[src/rtl/tank_turn_sequencer.sv]
// Turn scheduler for the two-player tank game: arbitrates moves, launch, shell flight,
// damage and the turn hand-over between the two tanks in one explicit FSM.
module tank_turn_sequencer #(
    parameter int unsigned TURN_TIMEOUT   = 4096,
    parameter int unsigned MOVE_COOLDOWN  = 64,
    parameter int unsigned MOVES_PER_TURN = 3,
    parameter int unsigned FLIGHT_TIMEOUT = 8
) (
    input  logic       clk,
    input  logic       rst,
    input  logic       key_4,
    input  logic       key_6,
    input  logic       key_5,
    input  logic [1:0] power_in,
    input  logic       shell_busy,
    input  logic       hit,
    input  logic [1:0] tank1_life,
    input  logic [1:0] tank2_life,
    output logic       turn,
    output logic       move_right,
    output logic       move_left,
    output logic       fire_start,
    output logic [1:0] power_q,
    output logic       dmg_tank1,
    output logic       dmg_tank2,
    output logic [1:0] moves_left,
    output logic [2:0] state,
    output logic       game_over,
    output logic [1:0] winner
);

    localparam int unsigned TW = (TURN_TIMEOUT   > 1) ? $clog2(TURN_TIMEOUT)   : 1;
    localparam int unsigned CW = (MOVE_COOLDOWN  > 1) ? $clog2(MOVE_COOLDOWN)  : 1;
    localparam int unsigned FW = (FLIGHT_TIMEOUT > 1) ? $clog2(FLIGHT_TIMEOUT) : 1;

    localparam logic [TW-1:0] TURN_LAST   = TW'(TURN_TIMEOUT - 1);
    localparam logic [CW-1:0] COOL_LOAD   = CW'(MOVE_COOLDOWN - 1);
    localparam logic [FW-1:0] FLIGHT_LAST = FW'(FLIGHT_TIMEOUT - 1);
    localparam logic [1:0]    MOVES_INIT  = 2'(MOVES_PER_TURN);

    typedef enum logic [2:0] {
        S_MOVE    = 3'd0,
        S_LAUNCH  = 3'd1,
        S_FLIGHT  = 3'd2,
        S_RESOLVE = 3'd3,
        S_SWAP    = 3'd4,
        S_OVER    = 3'd5
    } state_t;

    state_t        state_q, state_d;
    logic          turn_q, turn_d;
    logic [1:0]    moves_q, moves_d;
    logic [CW-1:0] cool_q, cool_d;
    logic [TW-1:0] timer_q, timer_d;
    logic [FW-1:0] flight_q, flight_d;
    logic          saw_busy_q, saw_busy_d;
    logic [1:0]    power_r, power_d;
    logic          mr_q, mr_d, ml_q, ml_d, fs_q, fs_d;
    logic          d1_q, d1_d, d2_q, d2_d;
    logic          over_q, over_d;
    logic [1:0]    win_q, win_d;
    logic          prev4_q, prev6_q, prev5_q;
    logic          e4, e6, e5;

    assign e4 = key_4 & ~prev4_q;
    assign e6 = key_6 & ~prev6_q;
    assign e5 = key_5 & ~prev5_q;

    always_comb begin
        state_d    = state_q;
        turn_d     = turn_q;
        moves_d    = moves_q;
        cool_d     = (cool_q != '0) ? cool_q - CW'(1) : '0;
        timer_d    = timer_q;
        flight_d   = flight_q;
        saw_busy_d = saw_busy_q;
        power_d    = power_r;
        mr_d       = 1'b0;
        ml_d       = 1'b0;
        fs_d       = 1'b0;
        d1_d       = 1'b0;
        d2_d       = 1'b0;
        over_d     = over_q;
        win_d      = win_q;

        case (state_q)
            S_MOVE: begin
                if (timer_q != TURN_LAST)
                    timer_d = timer_q + TW'(1);
                // Strobe and power are registered on LAUNCH entry so they line up with the state
                if (e5 || timer_q == TURN_LAST) begin
                    state_d = S_LAUNCH;
                    fs_d    = 1'b1;
                    power_d = power_in;
                end else if ((e4 || e6) && moves_q != '0 && cool_q == '0) begin
                    mr_d    = e4;
                    ml_d    = ~e4;
                    moves_d = moves_q - 2'd1;
                    cool_d  = COOL_LOAD;
                end
            end
            S_LAUNCH: begin
                flight_d   = '0;
                saw_busy_d = 1'b0;
                state_d    = S_FLIGHT;
            end
            S_FLIGHT: begin
                if (shell_busy)
                    saw_busy_d = 1'b1;
                // Damage strobe issued on RESOLVE entry so it is visible during RESOLVE
                if (saw_busy_q && !shell_busy) begin
                    state_d = S_RESOLVE;
                    d1_d    = hit & turn_q;
                    d2_d    = hit & ~turn_q;
                end else if (!saw_busy_q && flight_q == FLIGHT_LAST) begin
                    state_d = S_RESOLVE;
                end else if (flight_q != FLIGHT_LAST) begin
                    flight_d = flight_q + FW'(1);
                end
            end
            S_RESOLVE: begin
                state_d = S_SWAP;
            end
            S_SWAP: begin
                if (tank1_life == 2'd0) begin
                    win_d   = 2'd2;
                    over_d  = 1'b1;
                    state_d = S_OVER;
                end else if (tank2_life == 2'd0) begin
                    win_d   = 2'd1;
                    over_d  = 1'b1;
                    state_d = S_OVER;
                end else begin
                    turn_d  = ~turn_q;
                    moves_d = MOVES_INIT;
                    timer_d = '0;
                    cool_d  = '0;
                    state_d = S_MOVE;
                end
            end
            S_OVER: begin
                over_d = 1'b1;
            end
            default: begin
                state_d    = S_MOVE;
                turn_d     = 1'b0;
                moves_d    = MOVES_INIT;
                cool_d     = '0;
                timer_d    = '0;
                flight_d   = '0;
                saw_busy_d = 1'b0;
                power_d    = '0;
                over_d     = 1'b0;
                win_d      = '0;
            end
        endcase
    end

    always_ff @(posedge clk) begin
        if (rst) begin
            state_q    <= S_MOVE;
            turn_q     <= 1'b0;
            moves_q    <= MOVES_INIT;
            cool_q     <= '0;
            timer_q    <= '0;
            flight_q   <= '0;
            saw_busy_q <= 1'b0;
            power_r    <= '0;
            mr_q       <= 1'b0;
            ml_q       <= 1'b0;
            fs_q       <= 1'b0;
            d1_q       <= 1'b0;
            d2_q       <= 1'b0;
            over_q     <= 1'b0;
            win_q      <= '0;
            prev4_q    <= 1'b1;
            prev6_q    <= 1'b1;
            prev5_q    <= 1'b1;
        end else begin
            state_q    <= state_d;
            turn_q     <= turn_d;
            moves_q    <= moves_d;
            cool_q     <= cool_d;
            timer_q    <= timer_d;
            flight_q   <= flight_d;
            saw_busy_q <= saw_busy_d;
            power_r    <= power_d;
            mr_q       <= mr_d;
            ml_q       <= ml_d;
            fs_q       <= fs_d;
            d1_q       <= d1_d;
            d2_q       <= d2_d;
            over_q     <= over_d;
            win_q      <= win_d;
            prev4_q    <= key_4;
            prev6_q    <= key_6;
            prev5_q    <= key_5;
        end
    end

    assign turn       = turn_q;
    assign move_right = mr_q;
    assign move_left  = ml_q;
    assign fire_start = fs_q;
    assign power_q    = power_r;
    assign dmg_tank1  = d1_q;
    assign dmg_tank2  = d2_q;
    assign moves_left = moves_q;
    assign state      = state_q;
    assign game_over  = over_q;
    assign winner     = win_q;

endmodule

[config.mk]
export PLATFORM = sky130hd
export DESIGN_NAME = tank_turn_sequencer
export DESIGN_NICKNAME = d
export VERILOG_FILES = /design/src/rtl/tank_turn_sequencer.sv
export SDC_FILE = /design/constraint.sdc
export NUM_CORES = 1
export LEC_CHECK = 0
export ABC_AREA = 0
export BUFFER_PORTS_ARGS = -buffer_cell sky130_fd_sc_hd__clkbuf_2
export CORE_MARGIN = 2
export CORE_UTILIZATION = 35
export CTS_BUF_LIST = sky130_fd_sc_hd__clkbuf_8
export CTS_CLUSTER_DIAMETER = 40
export DETAILED_ROUTE_END_ITERATION = 7
export PLACE_DENSITY = 0.64
export SYNTH_ARGS = -nofsm -noshare
export SYNTH_HDL_FRONTEND = slang
export SYNTH_SLANG_ARGS = --single-unit
[constraint.sdc]
create_clock -name clk -period 4.7 [get_ports clk]
set_input_delay 0.235 -clock clk [delete_from_list [all_inputs] [get_ports clk]]
set_output_delay 0.235 -clock clk [all_outputs]
set_load 0.005 [all_outputs]
==> metrics.csv <==
metric,value,unit
status,"complete, no violations",
endpoint_kind,flip-flop,
seq_power_share,51.2,%
route.detailed.drc,0,
globalplace.congestion,0.783,
final_cell_mix,"dfxtp_1, nor2_1, clkbuf_2",
mappedNetlistArea,1930,um2
postCtsResizedCells,0,
cp.required,4.93,ns
slew_headroom,34.1,%
final_common_cell,dfxtp_1,
grt_first_pass_wirelength,6.56,mm
synth_flop_cell,dfxtp_1,
slew_viol_final,0,
clk_pin_slew,0.08,ns
ys_seq_area_share,42.5,%
dp_hpwl,2.68,mm
crit_path_start_kind,flip-flop,
finalSetupTns,0,ns
synth.distinct_cells,47,
drv_cap,0,
ctsHtreeMaxLevel,2,
areaGrowthSynthToFinish,14.6,%
synth_seq_cells,41,
power.share.switching,30.1,%
synthMuxAreaShare,2.33,%
fmax,428,MHz
post-cts-setup-buffers,0,
wl_per_cell,11.5,um
p_switching,0.000244,W
hp-class,primary input to flip-flop,
crit_top_cell,nor2_2,
core,5410,um2
fin_crit,2.34,ns
tightest_slew,0.984,ns
drtAntennaViolNets,0,
cts_tree,built,
clockPowerShare,26.4,%
synth_xor_area_share,5.45,%
fin_worst_skew,0.00482,ns
crit_arrival,2.56,ns
cts_root_buf,clkbuf_8,
synthTopCellsByArea,"dfxtp_1, nor2_1, xnor2_1, a21oi_1, ha_1",
synth_top_family_by_area,simple AND/OR/NAND/NOR gates,
wl,3.70,mm
synthesis.instances,221,
power_density,366,nW/um2
path_cells,"nand2b_1, o211ai_1, nor2_2, mux2_4, nor2_2",
ys_warn_count,0,
antenna_cells,0,
intPower,0.000565,W
nNetsFinal,268,
crit_path_top_delay_cell,o211ai_1,
setup_viol,0,
yosys.area.top_type,dfxtp_1,
crit_family,compound AO/OA/AOI/OAI gates,
syn-num-nets,240,
synth-compound-area-share,12.4,%
grt.total_usage,13.2,%
crit_fanout,23,
routed-via-count,1564,
leakage,0.872,nW
fp.dieH,78.2,um
avgSynthCellArea,8.73,um2
n_fill_cell,576,
worstSetupPathType,flip-flop to flip-flop,
clock_path_buffers,2,
vdd_drop_max,0.170,mV
cts.sinks,41,
register_area,821,um2
grt_max_degree,25,
final_util,40.9,%
synth-edff-count,0,
drtIter0Drc,39,
synth_fa_ha_area_share,3.89,%
yosysTopAreaCellShare,42.5,%
crit_buf_inv,0,
multi_input_area,1050,um2
cts_made_buffers,5,
viasPerCell,4.86,
first_pass_iters,4,
grt_pass1_vias,1474,
cp.depth,5,
antenna_found_initial,0,
die_area,6120,um2
rsz0062_at_grt,false,
grt_remaining_overflow,0,
clk_latency,0.29,ns
fin_crit_sh,49.7,%
drive_gt1_share,19.2,%
cts_hold_buffers,0,
combPwrFrac,22.4,%
start_util,35.7,%
final-hold-violation-count,0,
io_buffers,28,
io_pins,29,
min_path_cells,2,
synthSimpleGateAreaFrac,30.4,%
reg2reg_depth,5,
ys_async_sr_fraction,0,%
die_w,78.2,um
row_count,27,
max_stage_delay,0.82,ns
synth_stat cells (2+ instances only):
library cell,n
nand4_1,4
nor3b_1,2
nand2_1,9
nand2b_1,8
clkbuf_1,6
a211oi_1,2
inv_1,5
nor2b_1,5
nor2_2,2
nor3_1,11
nand3b_1,2
or2_2,4
a21oi_1,16
o21ai_0,9
nor2_1,30
a22oi_1,3
nand3_1,9
and4_1,2
nor4_1,3
o221ai_1,2
xnor2_1,12
a21boi_0,3
mux2i_1,3
dfxtp_1,41
ha_1,6
area by class of cell:
| cell class | count | area share (%) |
|---|---|---|
| Clock inverter | 3 | 0.623 |
| Sequential cell | 41 | 37.1 |
| Timing Repair Buffer | 29 | 6.68 |
| Clock buffer | 5 | 3.11 |
| Inverter | 5 | 0.849 |
| Multi-Input combinational cell | 167 | 47.5 |
| Tap cell | 72 | 4.07 |
sequential cells by signal (all words and copies together) (netlist names):
register	cells
prev4_q	1
timer_q	12
dmg_tank1	1
cool_q	6
moves_left	2
game_over	1
turn	1
move_right	1
flight_q	3
dmg_tank2	1
move_left	1
state	3
fire_start	1
winner	2
prev5_q	1
power_q	2
saw_busy_q	1
prev6_q	1
power by group through the flow:
stage | Sequential (W) | Combinational (W) | Clock, W
global placement | 0.000422 | 0.000181 | 0
finish | 0.000414 | 0.000181 | 0.000214
detailed placement | 0.000422 | 0.000182 | 0
CTS | 0.000414 | 0.000183 | 0.000227
floorplan | 0.000412 | 0.000150 | 0
global route | 0.000420 | 0.000212 | 0.000242
path summary, 6_finish.rpt:
check | slack [ns] | start | endpoint
max reg2reg | 2.36 | state[2] | timer_q[0]
min reg2reg | 0.45 | winner[0] | winner[0]
max | 2.36 | state[2] | timer_q[0]
min | 0.15 | key_5 | prev5_q
per-stage QoR:
stage | cells | total power, W | hold slack, ns | instance area, um2 | worst slack [ns]
after floorplan | 221 | 0.000562 | 0.342 | 1930 | 3.02
after global placement | 314 | 0.000602 | 0.440 | 2130 | 2.49
after detailed placement | 314 | 0.000604 | 0.443 | 2130 | 2.39
after CTS | 322 | 0.000824 | 0.137 | 2210 | 2.36
after global routing | 322 | 0.000874 | 0.139 | 2210 | 2.13
final | 322 | 0.000809 | 0.148 | 2210 | 2.36
cells by family after synthesis:
| family | after synthesis |
|---|---|
| simple gates | 105 |
| flops | 41 |
| compound gates | 40 |
| buf+inv | 13 |
| xor+xnor | 12 |
| fa+ha+maj | 6 |
| mux | 4 |
routing by layer:
| layer | vias to the layer above | track usage [%] | share of wire, % |
|---|---|---|---|
| li1 | 832 | - | - |
| met3 | 4 | 3.22 | 3.3 |
| met1 | 695 | 16.3 | 47 |
| met4 | 0 | 4.56 | 0.97 |
| met2 | 33 | 22.4 | 48 |
| met5 | - | 0 | 0 |
No activity file was read; power rests on OpenSTA's default activity.
